$ cat src/rtl/transmit.sv
// Serial frame transmitter: start bit, 4-bit size, N data bytes, CRC-8 (0x07), stop bit,
// with 5-identical-bit stuffing across the size/data/CRC fields.
module transmit (
    input  logic         clk,
    input  logic         reset,
    input  logic [7:0]   baudrate,
    input  logic         start,
    input  logic [3:0]   size,
    input  logic [127:0] framedata,
    output logic         TX,
    output logic         busy,
    output logic         done
);

    localparam int unsigned BaudW = 8;
    localparam int unsigned ByteW = 4;
    localparam int unsigned BitW  = 3;
    localparam int unsigned RunW  = 3;
    localparam int unsigned CrcW  = 8;

    typedef enum logic [2:0] {IDLE, START, SIZE, DATA, CRC, STOP} state_t;

    state_t             state_q, state_d;
    logic [BaudW-1:0]   baud_q, baud_d;
    logic [BaudW-1:0]   cnt_q, cnt_d;
    logic [3:0]         size_q, size_d;
    logic [127:0]       data_q, data_d;
    logic [ByteW-1:0]   byte_q, byte_d;
    logic [BitW-1:0]    bit_q, bit_d;
    logic [RunW-1:0]    run_q, run_d;
    logic               last_q, last_d;
    logic               stuff_q, stuff_d;
    logic [CrcW-1:0]    crc_q, crc_d;
    logic               tx_q, tx_d;
    logic               busy_q, busy_d;
    logic               done_q, done_d;

    state_t             adv_state;
    logic [ByteW-1:0]   adv_byte;
    logic [BitW-1:0]    adv_bit;
    logic               adv_val;
    logic               bit_end;
    logic               in_field;
    logic [RunW-1:0]    run_nxt;

    function automatic logic [CrcW-1:0] crc_step(input logic [CrcW-1:0] c, input logic b);
        return {c[CrcW-2:0], 1'b0} ^ ((c[CrcW-1] ^ b) ? 8'h07 : 8'h00);
    endfunction

    assign bit_end  = (cnt_q == baud_q - 8'd1);
    assign in_field = (state_q == SIZE) || (state_q == DATA) || (state_q == CRC);
    assign run_nxt  = ((run_q != 3'd0) && (tx_q == last_q)) ? run_q + 3'd1 : 3'd1;

    // Next field position after the current one, and the bit value found there.
    always_comb begin
        adv_state = state_q;
        adv_byte  = byte_q;
        adv_bit   = bit_q + 3'd1;
        case (state_q)
            START: begin
                adv_state = SIZE;
                adv_bit   = 3'd0;
                adv_byte  = 4'd0;
            end
            SIZE: if (bit_q == 3'd3) begin
                adv_bit   = 3'd0;
                adv_state = (size_q == 4'd0) ? CRC : DATA;
            end
            DATA: if (bit_q == 3'd7) begin
                adv_bit = 3'd0;
                if (byte_q == size_q - 4'd1) adv_state = CRC;
                else                         adv_byte  = byte_q + 4'd1;
            end
            CRC: if (bit_q == 3'd7) begin
                adv_bit   = 3'd0;
                adv_state = STOP;
            end
            default: ;
        endcase
        case (adv_state)
            SIZE:    adv_val = size_q[~adv_bit[1:0]];
            DATA:    adv_val = data_q[{adv_byte, ~adv_bit}];
            CRC:     adv_val = crc_q[~adv_bit];
            START:   adv_val = 1'b1;
            default: adv_val = 1'b0;
        endcase
    end

    // Frame sequencing: bit timing, stuffing decision, CRC accumulation as bits are launched.
    always_comb begin
        state_d = state_q;
        baud_d  = baud_q;
        cnt_d   = cnt_q;
        size_d  = size_q;
        data_d  = data_q;
        byte_d  = byte_q;
        bit_d   = bit_q;
        run_d   = run_q;
        last_d  = last_q;
        stuff_d = stuff_q;
        crc_d   = crc_q;
        tx_d    = tx_q;
        case (state_q)
            IDLE: if (start) begin
                state_d = START;
                baud_d  = (baudrate == 8'd0) ? 8'd1 : baudrate;
                size_d  = size;
                data_d  = framedata;
                cnt_d   = 8'd0;
                byte_d  = 4'd0;
                bit_d   = 3'd0;
                run_d   = 3'd0;
                last_d  = 1'b0;
                stuff_d = 1'b0;
                crc_d   = 8'h00;
                tx_d    = 1'b1;
            end
            default: if (!bit_end) begin
                cnt_d = cnt_q + 8'd1;
            end else begin
                cnt_d = 8'd0;
                if (state_q == STOP) begin
                    state_d = IDLE;
                    tx_d    = 1'b0;
                end else if (in_field && !stuff_q && (run_nxt == 3'd5)) begin
                    // Stuff bit opens a new run of length one; position is held.
                    stuff_d = 1'b1;
                    tx_d    = ~tx_q;
                    run_d   = 3'd1;
                    last_d  = ~tx_q;
                end else begin
                    if (in_field && !stuff_q) begin
                        run_d  = run_nxt;
                        last_d = tx_q;
                    end
                    stuff_d = 1'b0;
                    state_d = adv_state;
                    byte_d  = adv_byte;
                    bit_d   = adv_bit;
                    tx_d    = adv_val;
                    if ((adv_state == SIZE) || (adv_state == DATA)) crc_d = crc_step(crc_q, adv_val);
                end
            end
        endcase
        busy_d = (state_d != IDLE);
        done_d = (state_d == STOP) && (cnt_d == baud_q - 8'd1);
    end

    always_ff @(posedge clk) begin
        if (reset) begin
            state_q <= IDLE;
            baud_q  <= 8'd1;
            cnt_q   <= 8'd0;
            size_q  <= 4'd0;
            data_q  <= 128'd0;
            byte_q  <= 4'd0;
            bit_q   <= 3'd0;
            run_q   <= 3'd0;
            last_q  <= 1'b0;
            stuff_q <= 1'b0;
            crc_q   <= 8'h00;
            tx_q    <= 1'b0;
            busy_q  <= 1'b0;
            done_q  <= 1'b0;
        end else begin
            state_q <= state_d;
            baud_q  <= baud_d;
            cnt_q   <= cnt_d;
            size_q  <= size_d;
            data_q  <= data_d;
            byte_q  <= byte_d;
            bit_q   <= bit_d;
            run_q   <= run_d;
            last_q  <= last_d;
            stuff_q <= stuff_d;
            crc_q   <= crc_d;
            tx_q    <= tx_d;
            busy_q  <= busy_d;
            done_q  <= done_d;
        end
    end

    assign TX   = tx_q;
    assign busy = busy_q;
    assign done = done_q;

endmodule

$ cat config.mk
export PLATFORM = sky130hd
export DESIGN_NAME = transmit
export DESIGN_NICKNAME = d
export VERILOG_FILES = /design/src/rtl/transmit.sv
export SDC_FILE = /design/constraint.sdc
export NUM_CORES = 1
export LEC_CHECK = 0
export ABC_CLOCK_PERIOD_IN_PS = 4700
export BUFFER_PORTS_ARGS = -buffer_cell sky130_fd_sc_hd__buf_2
export CORE_ASPECT_RATIO = 0.8
export CORE_MARGIN = 3
export CORE_UTILIZATION = 59
export CTS_BUF_LIST = sky130_fd_sc_hd__clkbuf_8
export DETAILED_ROUTE_END_ITERATION = 16
export GPL_TIMING_DRIVEN = 1
export PLACE_DENSITY = 0.83
export REMOVE_ABC_BUFFERS = 1
export SYNTH_ARGS = -nofsm -noshare
export SYNTH_HDL_FRONTEND = slang
export SYNTH_SLANG_ARGS = --single-unit
$ cat constraint.sdc
create_clock -name clk -period 4.7 [get_ports clk]
set_input_delay 0.47 -clock clk [delete_from_list [all_inputs] [get_ports clk]]
set_output_delay 0.47 -clock clk [all_outputs]
set_load 0.05 [all_outputs]
# Word-level counts from Yosys, hierarchy flattened
# Cells that the tools add are included.
[classes]
n_reduce_logical = 23
bitwise = 5
muxes = 66
n_eq_ne = 20
order_cmp = 3
add_sub_neg = 6
[op_table]
columns = ["operator", "n"]
rows = [
  ["$mux W8", 10],
  ["$mux W3", 24],
  ["$mux W4", 7],
  ["$eq A3 B3 Y1 const B", 6],
  ["$mux W1", 18],
  ["$eq A8 B8 Y1", 2],
  ["$eq A3 B2 Y1 const B", 5],
  ["$pmux W3 S4", 1],
  ["$pmux W3 S3", 1],
  ["$reduce_bool A3 Y1", 3],
  ["$add A8 B1 Y8 const B", 1],
  ["$logic_not A8 Y1", 1],
  ["$lt A7 B8 Y1 const B", 1],
  ["$pmux W4 S2", 1],
  ["$reduce_and A4 Y1", 2],
  ["$sub A8 B1 Y8 const B", 1],
  ["$xor A8 B3 Y8", 1],
  ["$bmux W1 S7", 1],
  ["$add A3 B1 Y3 const B", 2],
  ["$eq A3 B1 Y1 const B", 2],
  ["$reduce_and A5 Y1", 1],
  ["$add A4 B1 Y4 const B", 1],
  ["$eq A4 B4 Y1", 1],
  ["$logic_and A1 B1 Y1", 4],
  ["other kinds (21)", 26],
]
[word_totals]
output_inout_bits = 3
input_bits = 143
reg_bits = 174
word_cells = 137

# Depth between registers and ports, before layout
# Gate-level depths: netlist of run 1.
[depth]
depth_word = 16
ltp_mapped = 17
ltp_nobuf = 14

# Least setup slack after synthesis of run 1
# OpenSTA, ideal clock, no wires.
[synth_timing]
path_kind = "flip-flop to flip-flop"
startpoint = "register bit_q[0]"
endpoint = "register crc_q[2]"
stages_incl_launch_ff = 16
path_buffers = 2
synth_period_minus_slack_ns = 3.478
setup_slack_ns = 1.222
setup_time_ns = 0.122
required_ns = 4.578
arrival_time_ns = 3.356
path_cell_list = "dfxtp_1 ha_1 ha_1 and3b_1 buf_6 or4_4 nor2_4 buf_6 mux2i_1 a2111oi_2 a31oi_1 a211oi_1 o41ai_2 xor2_1 nor4_1 a221o_1"
[synth_via]
elab_chain_len = 15
elab_cells_between_ends = 36
classes_between = "1 x add/sub; 6 x eq/ne; 22 x mux; 4 x bitwise; 3 x reduce/logical"
[synth_lines]
columns = ["item", "line_no", "text"]
rows = [
  ["from (decl)", "29", "logic [BitW-1:0] bit_q, bit_d;"],
  ["from (signal assigned)", "172", "bit_q <= bit_d;"],
  ["$add A3 B1 Y3 (tied with other cells)", "58", "adv_bit = bit_q + 3'd1;"],
  ["$mux W3 (on tied branches)", "69, 74, 65", ""],
  ["$pmux W3 S3", "59", "case (state_q)"],
  ["$not A3 Y3 or $not A2 Y2 (tied branches)", "82, 83, 81", ""],
  ["$bmux W1 S7 (tied with other cells)", "82", "DATA: adv_val = data_q[{adv_byte, ~adv_bit}];"],
  ["$mux W1 (on tied branches)", "82, 81, 83", ""],
  ["$pmux W1 S4", "80", "case (adv_state)"],
  ["$xor A1 B1 Y1", "47", "return {c[CrcW-2:0], 1'b0} ^ ((c[CrcW-1] ^ b) ? 8'h07 : 8'h00);"],
  ["$mux W3", "47", ""],
  ["$xor A8 B3 Y8", "47", ""],
  ["$mux W8", "141", "if ((adv_state == SIZE) || (adv_state == DATA)) crc_d = crc_step(crc_q, adv_val);"],
  ["$mux W8", "125", "end else if (in_field && !stuff_q && (run_nxt == 3'd5)) begin"],
  ["$mux W8", "122", "if (state_q == STOP) begin"],
  ["$mux W8", "118", "default: if (!bit_end) begin"],
  ["$mux W8", "103", "case (state_q)"],
  ["to (signal assigned)", "176", "crc_q <= crc_d;"],
  ["to (decl)", "33", "logic [CrcW-1:0] crc_q, crc_d;"],
]
# Parallel ways exist; a longest one is shown, timed or not. The select of a mux whose other input is x is not followed.
# A chain may end at the register's enable or synchronous reset.

# Final worst setup path of run 1
# Ends and elaborated chain as after synthesis.

==> results of run 1 <==
where the power goes:
part           internal (uW)  leakage, uW  total [uW]  switching [uW]
registers               1580      0.00143        1660            79.1
clock network            466     0.000208        1030             561
logic                    267      0.00246         720             452
sequential cells by signal, summed over array words and instances, names as in the netlist:
signal / count
busy: 1
state_q: 3
byte_q: 4
TX: 1
data_q: 128
run_q: 3
last_q: 1
crc_q: 8
stuff_q: 1
cnt_q: 8
size_q: 4
bit_q: 3
done: 1
baud_q: 8
through the flow:
stage	power, uW	setup slack (ns)	area (um2)	util (%)
5_1_grt	3570	0.192	9880	68.2
2_1_floorplan	2170	-1.55	8440	-
4_1_cts	3410	0.521	9880	68.2
6_report	3410	0.414	9880	68.2
3_3_place_gp	2380	0.706	9500	65.5
3_5_place_dp	2400	0.582	9500	65.5
worst max path at each step:
stage / to / start / depth (start not counted)
2_1_floorplan: crc_q[2] / bit_q[0] / 14
3_3_place_gp: crc_q[2] / bit_q[0] / 13
3_5_place_dp: crc_q[2] / bit_q[0] / 13
4_1_cts: crc_q[2] / bit_q[0] / 13
5_1_grt: crc_q[2] / bit_q[0] / 13
6_report: crc_q[2] / bit_q[0] / 13
area by class of cell:
type	count	share of cell area, %
multi-input cells	864	49.7
clock inverters	12	1.13
repair buffers	154	8.18
clock buffers	20	2.78
well taps	184	2.33
inverters	18	0.684
flip-flops and latches	174	35.2
routing by layer:
layer	vias up	global-route usage, %	share of wire, %
li1	4100	-	-
met1	3775	39.3	46
met2	348	42.7	44
met3	36	5.53	7.8
met4	0	8.55	1.6
met5	-	0	0
synth_stat cells (4+ instances only):
library cell / count
sky130_fd_sc_hd__ha_1: 11
sky130_fd_sc_hd__xnor2_1: 15
sky130_fd_sc_hd__a21oi_1: 170
sky130_fd_sc_hd__nor2b_1: 6
sky130_fd_sc_hd__a31oi_1: 12
sky130_fd_sc_hd__a22oi_1: 8
sky130_fd_sc_hd__a211oi_2: 4
sky130_fd_sc_hd__nand3_1: 36
sky130_fd_sc_hd__nor3_1: 12
sky130_fd_sc_hd__a221oi_1: 11
sky130_fd_sc_hd__buf_2: 7
sky130_fd_sc_hd__a211o_1: 4
sky130_fd_sc_hd__mux2i_1: 43
sky130_fd_sc_hd__buf_4: 9
sky130_fd_sc_hd__nor4_1: 5
sky130_fd_sc_hd__clkbuf_1: 65
sky130_fd_sc_hd__inv_1: 18
sky130_fd_sc_hd__a211oi_1: 6
sky130_fd_sc_hd__o21ai_0: 32
sky130_fd_sc_hd__and3_1: 5
sky130_fd_sc_hd__nand2_1: 352
sky130_fd_sc_hd__nor2_1: 26
sky130_fd_sc_hd__nand2b_1: 5
sky130_fd_sc_hd__xor2_1: 13
sky130_fd_sc_hd__dfxtp_1: 174
sky130_fd_sc_hd__o221ai_1: 4
sky130_fd_sc_hd__o31ai_1: 4
cells by family after synthesis:
kind of cell,Yosys count,synth area share [%]
muxes,49,6.01
xor gates and xnor gates,33,4.03
buffers and inverters,105,5.32
and+or+nand+nor,488,24.2
DFF,174,39.4
AOI/OAI and AO/OA,283,19.5
adders and majority gates,11,1.56
worst reg2reg max path, cell delays in order (launching register included):
cell,delay [ns]
sky130_fd_sc_hd__dfxtp_1,0.32
sky130_fd_sc_hd__ha_1,0.23
sky130_fd_sc_hd__ha_1,0.24
sky130_fd_sc_hd__and3b_1,0.30
sky130_fd_sc_hd__nor4_4,0.46
sky130_fd_sc_hd__nand2_1,0.44
sky130_fd_sc_hd__a221oi_1,0.39
sky130_fd_sc_hd__a31oi_1,0.12
sky130_fd_sc_hd__a31oi_1,0.34
sky130_fd_sc_hd__a211oi_1,0.16
sky130_fd_sc_hd__o41ai_2,0.44
sky130_fd_sc_hd__xor2_1,0.39
sky130_fd_sc_hd__nor4_1,0.10
sky130_fd_sc_hd__a221o_1,0.27
==> report_table.html, run 1 <==
<table>
<tr><th>Metric</th><th>Value</th></tr>
<tr><th colspan="2">Place</th></tr>
<tr><td>Cell count after placement</td><td>1394</td></tr>
<tr><td>RePlAce Congestion</td><td>approximately 0.89</td></tr>
<tr><td>Port buffer count</td><td>approximately 150</td></tr>
<tr><td>Post-DP HPWL</td><td>between 15 and 20 mm</td></tr>
<tr><th colspan="2">Critical path</th></tr>
<tr><td>CP max FO</td><td>17</td></tr>
<tr><td>Critical path's slowest cell</td><td>sky130_fd_sc_hd__nor4_4</td></tr>
<tr><td>Signal arrival time at the worst endpoint</td><td>between 4 and 5 ns</td></tr>
<tr><td>Family with the most delay on the worst path</td><td>compound AO/OA/AOI/OAI gates</td></tr>
<tr><td>Delay of the slowest cell on the worst path</td><td>0.45 ns</td></tr>
<tr><td>WP data required</td><td>5.08 ns</td></tr>
<tr><td>Critical path cell sequence</td><td>ha_1 -&gt; ha_1 -&gt; and3b_1 -&gt; nor4_4 -&gt; nand2_1 -&gt; a221oi_1 -&gt; a31oi_1 -&gt; a31oi_1 -&gt; a211oi_1 -&gt; o41ai_2 -&gt; xor2_1 -&gt; nor4_1 -&gt; a221o_1</td></tr>
<tr><td>Type of element capturing the critical path</td><td>flop</td></tr>
<tr><td>R2R Path Start</td><td>bit_q[0]</td></tr>
<tr><td>Path type of the worst setup path</td><td>reg2reg</td></tr>
<tr><td>Setup slack of the worst register-to-register path</td><td>0.41 ns</td></tr>
<tr><td>Endpoint of the worst-slack reg-to-reg timing path</td><td>crc_q[2]</td></tr>
<tr><td>Nature of the critical path startpoint</td><td>flop</td></tr>
<tr><td>Reg2Reg Depth</td><td>13</td></tr>
<tr><td>Buffering stage count on the worst path with inverters included</td><td>0</td></tr>
<tr><th colspan="2">CTS</th></tr>
<tr><td>Clock latency at the later pin of the worst-skew pair</td><td>0.49 ns</td></tr>
<tr><td>Clock transition time at the flip-flop clock pins of the worst setup and hold paths</td><td>about 0.1 ns</td></tr>
<tr><td>Count of buffers added by post-CTS timing repair for setup</td><td>0</td></tr>
<tr><td>Post-cts sizing count</td><td>0</td></tr>
<tr><td>CTS root buffer</td><td>sky130_fd_sc_hd__clkbuf_8</td></tr>
<tr><td>Count of hold buffers inserted by post-cts repair</td><td>0</td></tr>
<tr><td>Maximum clock insertion buffer count</td><td>2</td></tr>
<tr><td>Number of clock sinks</td><td>approximately 170</td></tr>
<tr><td>Number of CTS-inserted buffers</td><td>17</td></tr>
<tr><td>Htree depth</td><td>4</td></tr>
<tr><td>Clock tree from TritonCTS</td><td>built</td></tr>
<tr><th colspan="2">Power</th></tr>
<tr><td>Power per cell area</td><td>approximately 340 mW/mm2</td></tr>
<tr><td>IR Drop Worst-Case VDD</td><td>about 260 uV</td></tr>
<tr><td>Leakage power summed over all cells</td><td>around 0.004 uW</td></tr>
<tr><th colspan="2">Global routing</th></tr>
<tr><td>Overall global routing resource usage</td><td>roughly 28%</td></tr>
<tr><td>Pin count of the biggest net entering global routing</td><td>125</td></tr>
<tr><td>Number of global-route vias before repair</td><td>~7500</td></tr>
<tr><td>First-pass GRT wire length</td><td>36.6 mm</td></tr>
<tr><td>Antenna violations before repair</td><td>0</td></tr>
<tr><td>Total gr overflow</td><td>0</td></tr>
<tr><th colspan="2">Routing</th></tr>
<tr><td>Via count</td><td>8259</td></tr>
<tr><td>Number of design-rule violations left by the first detailed-router iteration</td><td>between 900 and 1000</td></tr>
<tr><td>DRC violations left</td><td>0</td></tr>
<tr><td>Wire length after detailed routing</td><td>about 23 mm</td></tr>
<tr><td>Mean routed wirelength per cell</td><td>~16 um</td></tr>
<tr><td>Vias per cell</td><td>~5.8</td></tr>
<tr><td>Count of nets left with antenna violations after detail routing</td><td>0</td></tr>
<tr><td>Total iterations of the first detailed-routing run</td><td>6</td></tr>
<tr><th colspan="2">Synthesis</th></tr>
<tr><td>Post-synthesis cell count</td><td>~1100</td></tr>
<tr><td>Syn Std Cell Area</td><td>0.00884 mm2</td></tr>
<tr><td>Asr flop ratio synth</td><td>0%</td></tr>
<tr><td>Syn. warnings</td><td>0</td></tr>
<tr><td>Ys flop type</td><td>sky130_fd_sc_hd__dfxtp_1</td></tr>
<tr><td>Biggest area consumer among synthesized cells</td><td>sky130_fd_sc_hd__dfxtp_1</td></tr>
<tr><td>Number of distinct library cells after synthesis</td><td>80</td></tr>
<tr><td>Most area-consuming cells after synthesis</td><td>sky130_fd_sc_hd__dfxtp_1 (39%), sky130_fd_sc_hd__nand2_1 (15%), sky130_fd_sc_hd__a21oi_1 (9.6%)</td></tr>
<tr><td>Seq/Total Area, Yosys</td><td>about two fifths</td></tr>
<tr><td>Area share of the largest cell type after synthesis</td><td>between 30% and 40%</td></tr>
<tr><td>Count of flip-flops with a built-in enable after synthesis</td><td>0</td></tr>
<tr><td>Syn Area/Cell</td><td>approximately 7.7 um2</td></tr>
<tr><td>Post-synthesis register bit count</td><td>between 150 and 200</td></tr>
<tr><th colspan="2">Die</th></tr>
<tr><td>Die boundary width</td><td>143 um</td></tr>
<tr><td>Core footprint</td><td>around 0.014 mm2</td></tr>
<tr><td>Io pins</td><td>roughly 150</td></tr>
<tr><td>Number of rows in the core area</td><td>39</td></tr>
<tr><td>Starting density of the core</td><td>between 60% and 70%</td></tr>
<tr><td>Chip height</td><td>between 100 and 150 um</td></tr>
<tr><td>Die footprint</td><td>between 0.015 and 0.02 mm2</td></tr>
<tr><th colspan="2">Timing</th></tr>
<tr><td>Crit share post-route</td><td>91.2%</td></tr>
<tr><td>Setup Skew</td><td>about 0.013 ns</td></tr>
<tr><td>Total count of hold-check failures in the final report</td><td>0</td></tr>
<tr><td>Maximum clock rate</td><td>roughly 230 MHz</td></tr>
<tr><td>Max-slew violation count</td><td>0</td></tr>
<tr><td>Slew at the pin with the worst max-slew slack</td><td>1.16 ns</td></tr>
<tr><td>Clock period minus final worst setup slack</td><td>4.29 ns</td></tr>
<tr><td>RSZ-0062 raised after global routing</td><td>no</td></tr>
<tr><td>Max-slew headroom</td><td>22.4%</td></tr>
<tr><td>Number of setup violations in the final report</td><td>0</td></tr>
<tr><td>Setup total negative slack</td><td>0 ns</td></tr>
<tr><td>Worst hold slack</td><td>between 0.2 and 0.25 ns</td></tr>
<tr><th colspan="2">Cells and area</th></tr>
<tr><td>Multi-input gate area</td><td>0.00491 mm2</td></tr>
<tr><td>Commonest non-fill, non-tap cells in the layout</td><td>sky130_fd_sc_hd__nand2_1 (351), sky130_fd_sc_hd__dfxtp_1 (174), sky130_fd_sc_hd__a21oi_1 (170)</td></tr>
<tr><td>Area delta synth-&gt;final</td><td>11.8%</td></tr>
<tr><td>FF+latch area</td><td>between 0.003 and 0.004 mm2</td></tr>
<tr><td>Proportion of layout cells with a drive suffix above 1</td><td>17.7%</td></tr>
<tr><td>Leading cell type in the layout, fill and taps excluded</td><td>sky130_fd_sc_hd__nand2_1</td></tr>
<tr><td>Filler cells</td><td>~1200</td></tr>
<tr><td>Final instance count without filler cells</td><td>around 1400</td></tr>
<tr><td>Number of inserted diodes</td><td>0</td></tr>
<tr><td>Fin nets</td><td>around 1400</td></tr>
<tr><th colspan="2">Flow run</th></tr>
<tr><td>Max Cap Viol</td><td>0</td></tr>
<tr><th colspan="2">Min path</th></tr>
<tr><td>Number of instances on the worst hold path</td><td>3</td></tr>
<tr><td>Hold_sp</td><td>framedata[103]</td></tr>
<tr><td>Hold-critical path endpoint</td><td>data_q[103]</td></tr>
<tr><td>Hold/Removal Path Class</td><td>in2reg</td></tr>
<tr><th colspan="2">Status</th></tr>
<tr><td>Run status</td><td>completed</td></tr>
</table>
Note: power is estimated with default switching activity, not from simulation.
==> run 2, diff against run 1 <==
Settings changed: ABC_CLOCK_PERIOD_IN_PS 4700 to 5100, CORE_UTILIZATION 59 to 63, MAX_ROUTING_LAYER from default to met4, PLACE_DENSITY 0.83 to 0.88.
Clock period 4.7 ns to 5.1 ns, I/O delays scaled along.
==> run 2 against run 1 <==
Total power fell by 6.8%. Clock skew rose by 0.0010 ns. Core utilization rose by 4.2 points. Combinational power fell by 8.2%. Global-route usage rose by 1.5 points. Worst hold slack improved by 0.056 ns. Critical endpoint unchanged. Largest cell class unchanged. Clock-buffer cell count fell by 3. Sequential power fell by 8%. Critical path depth fell by 2. Critical path type unchanged.
==> report_table.html, run 2 (synthesis gave the netlist of run 1 again) <==
<table>
<tr><th>Metric</th><th>Value</th></tr>
<tr><th colspan="2">Power</th></tr>
<tr><td>Power per cell area</td><td>between 300 and 400 mW/mm2</td></tr>
<tr><td>Total power after layout</td><td>3180 uW</td></tr>
<tr><td>IR Drop Worst-Case VDD</td><td>between 150 and 200 uV</td></tr>
<tr><td>Leakage power summed over all cells</td><td>between 0.004 and 0.005 uW</td></tr>
<tr><th colspan="2">Timing</th></tr>
<tr><td>Max-slew violation count</td><td>0</td></tr>
<tr><td>Number of setup violations in the final report</td><td>0</td></tr>
<tr><td>Setup Skew</td><td>around 0.014 ns</td></tr>
<tr><td>Worst hold slack</td><td>roughly 0.27 ns</td></tr>
<tr><td>Clock period minus final worst setup slack</td><td>between 4 and 5 ns</td></tr>
<tr><td>Slew at the pin with the worst max-slew slack</td><td>around 0.97 ns</td></tr>
<tr><td>RSZ-0062 raised after global routing</td><td>no</td></tr>
<tr><td>Crit share post-route</td><td>between 80% and 90%</td></tr>
<tr><td>Maximum clock rate</td><td>about 220 MHz</td></tr>
<tr><td>Total count of hold-check failures in the final report</td><td>0</td></tr>
<tr><td>Max-slew headroom</td><td>a little over a third</td></tr>
<tr><th colspan="2">Cells and area</th></tr>
<tr><td>Largest register by flop count</td><td>data_q</td></tr>
<tr><td>Final instance count without filler cells</td><td>between 1000 and 1500</td></tr>
<tr><td>Area delta synth-&gt;final</td><td>11.7%</td></tr>
<tr><td>FF+latch area</td><td>~0.0035 mm2</td></tr>
<tr><td>Flip-flop count of the largest register after layout</td><td>approximately 130</td></tr>
<tr><td>Final standard cell utilization of the core</td><td>72.4%</td></tr>
<tr><td>Multi-input gate area</td><td>between 0.004 and 0.005 mm2</td></tr>
<tr><td>Fin nets</td><td>between 1000 and 1500</td></tr>
<tr><td>Leading cell type in the layout, fill and taps excluded</td><td>sky130_fd_sc_hd__nand2_1</td></tr>
<tr><td>Proportion of layout cells with a drive suffix above 1</td><td>around 18%</td></tr>
<tr><td>Number of inserted diodes</td><td>0</td></tr>
<tr><td>Filler cells</td><td>between 1000 and 1500</td></tr>
<tr><td>Commonest non-fill, non-tap cells in the layout</td><td>sky130_fd_sc_hd__nand2_1 (351), sky130_fd_sc_hd__dfxtp_1 (174), sky130_fd_sc_hd__a21oi_1 (170)</td></tr>
<tr><th colspan="2">Die</th></tr>
<tr><td>Die footprint</td><td>around 0.016 mm2</td></tr>
<tr><td>Core footprint</td><td>around 0.014 mm2</td></tr>
<tr><td>Starting density of the core</td><td>64.8%</td></tr>
<tr><td>Number of rows in the core area</td><td>38</td></tr>
<tr><td>Io pins</td><td>roughly 150</td></tr>
<tr><td>Chip height</td><td>around 110 um</td></tr>
<tr><td>Die boundary width</td><td>roughly 140 um</td></tr>
<tr><th colspan="2">CTS</th></tr>
<tr><td>Clock tree from TritonCTS</td><td>built</td></tr>
<tr><td>Number of CTS-inserted buffers</td><td>17</td></tr>
<tr><td>Clock transition time at the flip-flop clock pins of the worst setup and hold paths</td><td>roughly 0.11 ns</td></tr>
<tr><td>Clock latency at the later pin of the worst-skew pair</td><td>between 0.4 and 0.5 ns</td></tr>
<tr><td>Htree depth</td><td>4</td></tr>
<tr><td>Post-cts sizing count</td><td>0</td></tr>
<tr><td>Count of hold buffers inserted by post-cts repair</td><td>0</td></tr>
<tr><td>CTS root buffer</td><td>sky130_fd_sc_hd__clkbuf_8</td></tr>
<tr><td>Maximum clock insertion buffer count</td><td>2</td></tr>
<tr><td>Number of clock sinks</td><td>174</td></tr>
<tr><td>Count of buffers added by post-CTS timing repair for setup</td><td>0</td></tr>
<tr><th colspan="2">Routing</th></tr>
<tr><td>Wire length after detailed routing</td><td>~23 mm</td></tr>
<tr><td>Number of design-rule violations left by the first detailed-router iteration</td><td>about 800</td></tr>
<tr><td>DRC violations left</td><td>0</td></tr>
<tr><td>Vias per cell</td><td>a little under 6</td></tr>
<tr><td>Count of nets left with antenna violations after detail routing</td><td>0</td></tr>
<tr><td>Via count</td><td>8417</td></tr>
<tr><td>Mean routed wirelength per cell</td><td>15.9 um</td></tr>
<tr><td>Total iterations of the first detailed-routing run</td><td>6</td></tr>
<tr><th colspan="2">Global routing</th></tr>
<tr><td>Number of global-route vias before repair</td><td>a little under 8000</td></tr>
<tr><td>Overall global routing resource usage</td><td>29.2%</td></tr>
<tr><td>Pin count of the biggest net entering global routing</td><td>95</td></tr>
<tr><td>First-pass GRT wire length</td><td>36.8 mm</td></tr>
<tr><td>Antenna violations before repair</td><td>0</td></tr>
<tr><td>Total gr overflow</td><td>0</td></tr>
<tr><th colspan="2">Flow run</th></tr>
<tr><td>Max Cap Viol</td><td>0</td></tr>
<tr><th colspan="2">Critical path</th></tr>
<tr><td>Type of element capturing the critical path</td><td>flop</td></tr>
<tr><td>Nature of the critical path startpoint</td><td>flop</td></tr>
<tr><td>CP max FO</td><td>24</td></tr>
<tr><td>WP data required</td><td>~5.5 ns</td></tr>
<tr><td>Path type of the worst setup path</td><td>reg2reg</td></tr>
<tr><td>Signal arrival time at the worst endpoint</td><td>around 4.9 ns</td></tr>
<tr><th colspan="2">Min path</th></tr>
<tr><td>Hold/Removal Path Class</td><td>in2reg</td></tr>
<tr><th colspan="2">Place</th></tr>
<tr><td>RePlAce Congestion</td><td>approximately 1</td></tr>
<tr><td>Port buffer count</td><td>145</td></tr>
<tr><td>Post-DP HPWL</td><td>15.6 mm</td></tr>
<tr><td>Cell count after placement</td><td>~1400</td></tr>
<tr><th colspan="2">Status</th></tr>
<tr><td>Run status</td><td>completed</td></tr>
</table>
## run 2: cell type report
type	count	share of cell area, %
inverters	18	0.684
multi-input cells	864	49.7
clock inverters	15	1.72
clock buffers	17	2.37
repair buffers	153	7.98
well taps	180	2.28
flip-flops and latches	174	35.3
## run 2: power by group
part	switching (uW)	internal [uW]
Clock	572	412
Sequential	74.6	1460
Combinational	417	244
Total	1060	2110
## run 2: worst max-delay path, cell delays in order, from the launching register on
cell                       delay, ns
sky130_fd_sc_hd__dfxtp_1        0.76
sky130_fd_sc_hd__and3b_1        0.37
sky130_fd_sc_hd__nor4_4         0.46
sky130_fd_sc_hd__nand2_1        0.55
sky130_fd_sc_hd__a221oi_1       0.41
sky130_fd_sc_hd__a311oi_1       0.12
sky130_fd_sc_hd__a211oi_2       0.35
sky130_fd_sc_hd__a211oi_2       0.08
sky130_fd_sc_hd__o41ai_2        0.48
sky130_fd_sc_hd__xor2_1         0.42
sky130_fd_sc_hd__nor4_1         0.11
sky130_fd_sc_hd__a221o_1        0.28
## run 2: path summary, 6_finish.rpt
kind                                     from  slack, ns     endpoint  cells past startpoint
worst min register to register    data_q[105]       0.46  data_q[105]                      2
worst max register to register     state_q[2]       0.58     crc_q[2]                     11
worst max-delay path               state_q[2]       0.58     crc_q[2]                     11
worst min-delay path            framedata[86]       0.27   data_q[86]                      3
## run 2: layer usage
| layer | vias up | GRT usage [%] | wire length, um |
|---|---|---|---|
| met3 | 44 | 5.93 | 2070 |
| met5 | - | - | 0 |
| met4 | 0 | 7.11 | 322 |
| li1 | 4105 | - | - |
| met2 | 401 | 44.5 | 10100 |
| met1 | 3867 | 40.2 | 10000 |
## run 2: stage by stage
stage | setup slack, ns | area (um2) | TNS, ns
after global routing | 0.306 | 9880 | 0
after detailed placement | 0.658 | 9470 | 0
after global placement | 0.903 | 9470 | 0
final | 0.585 | 9880 | 0
after floorplan | -1.15 | 8440 | -3.95
after CTS | 0.625 | 9880 | 0
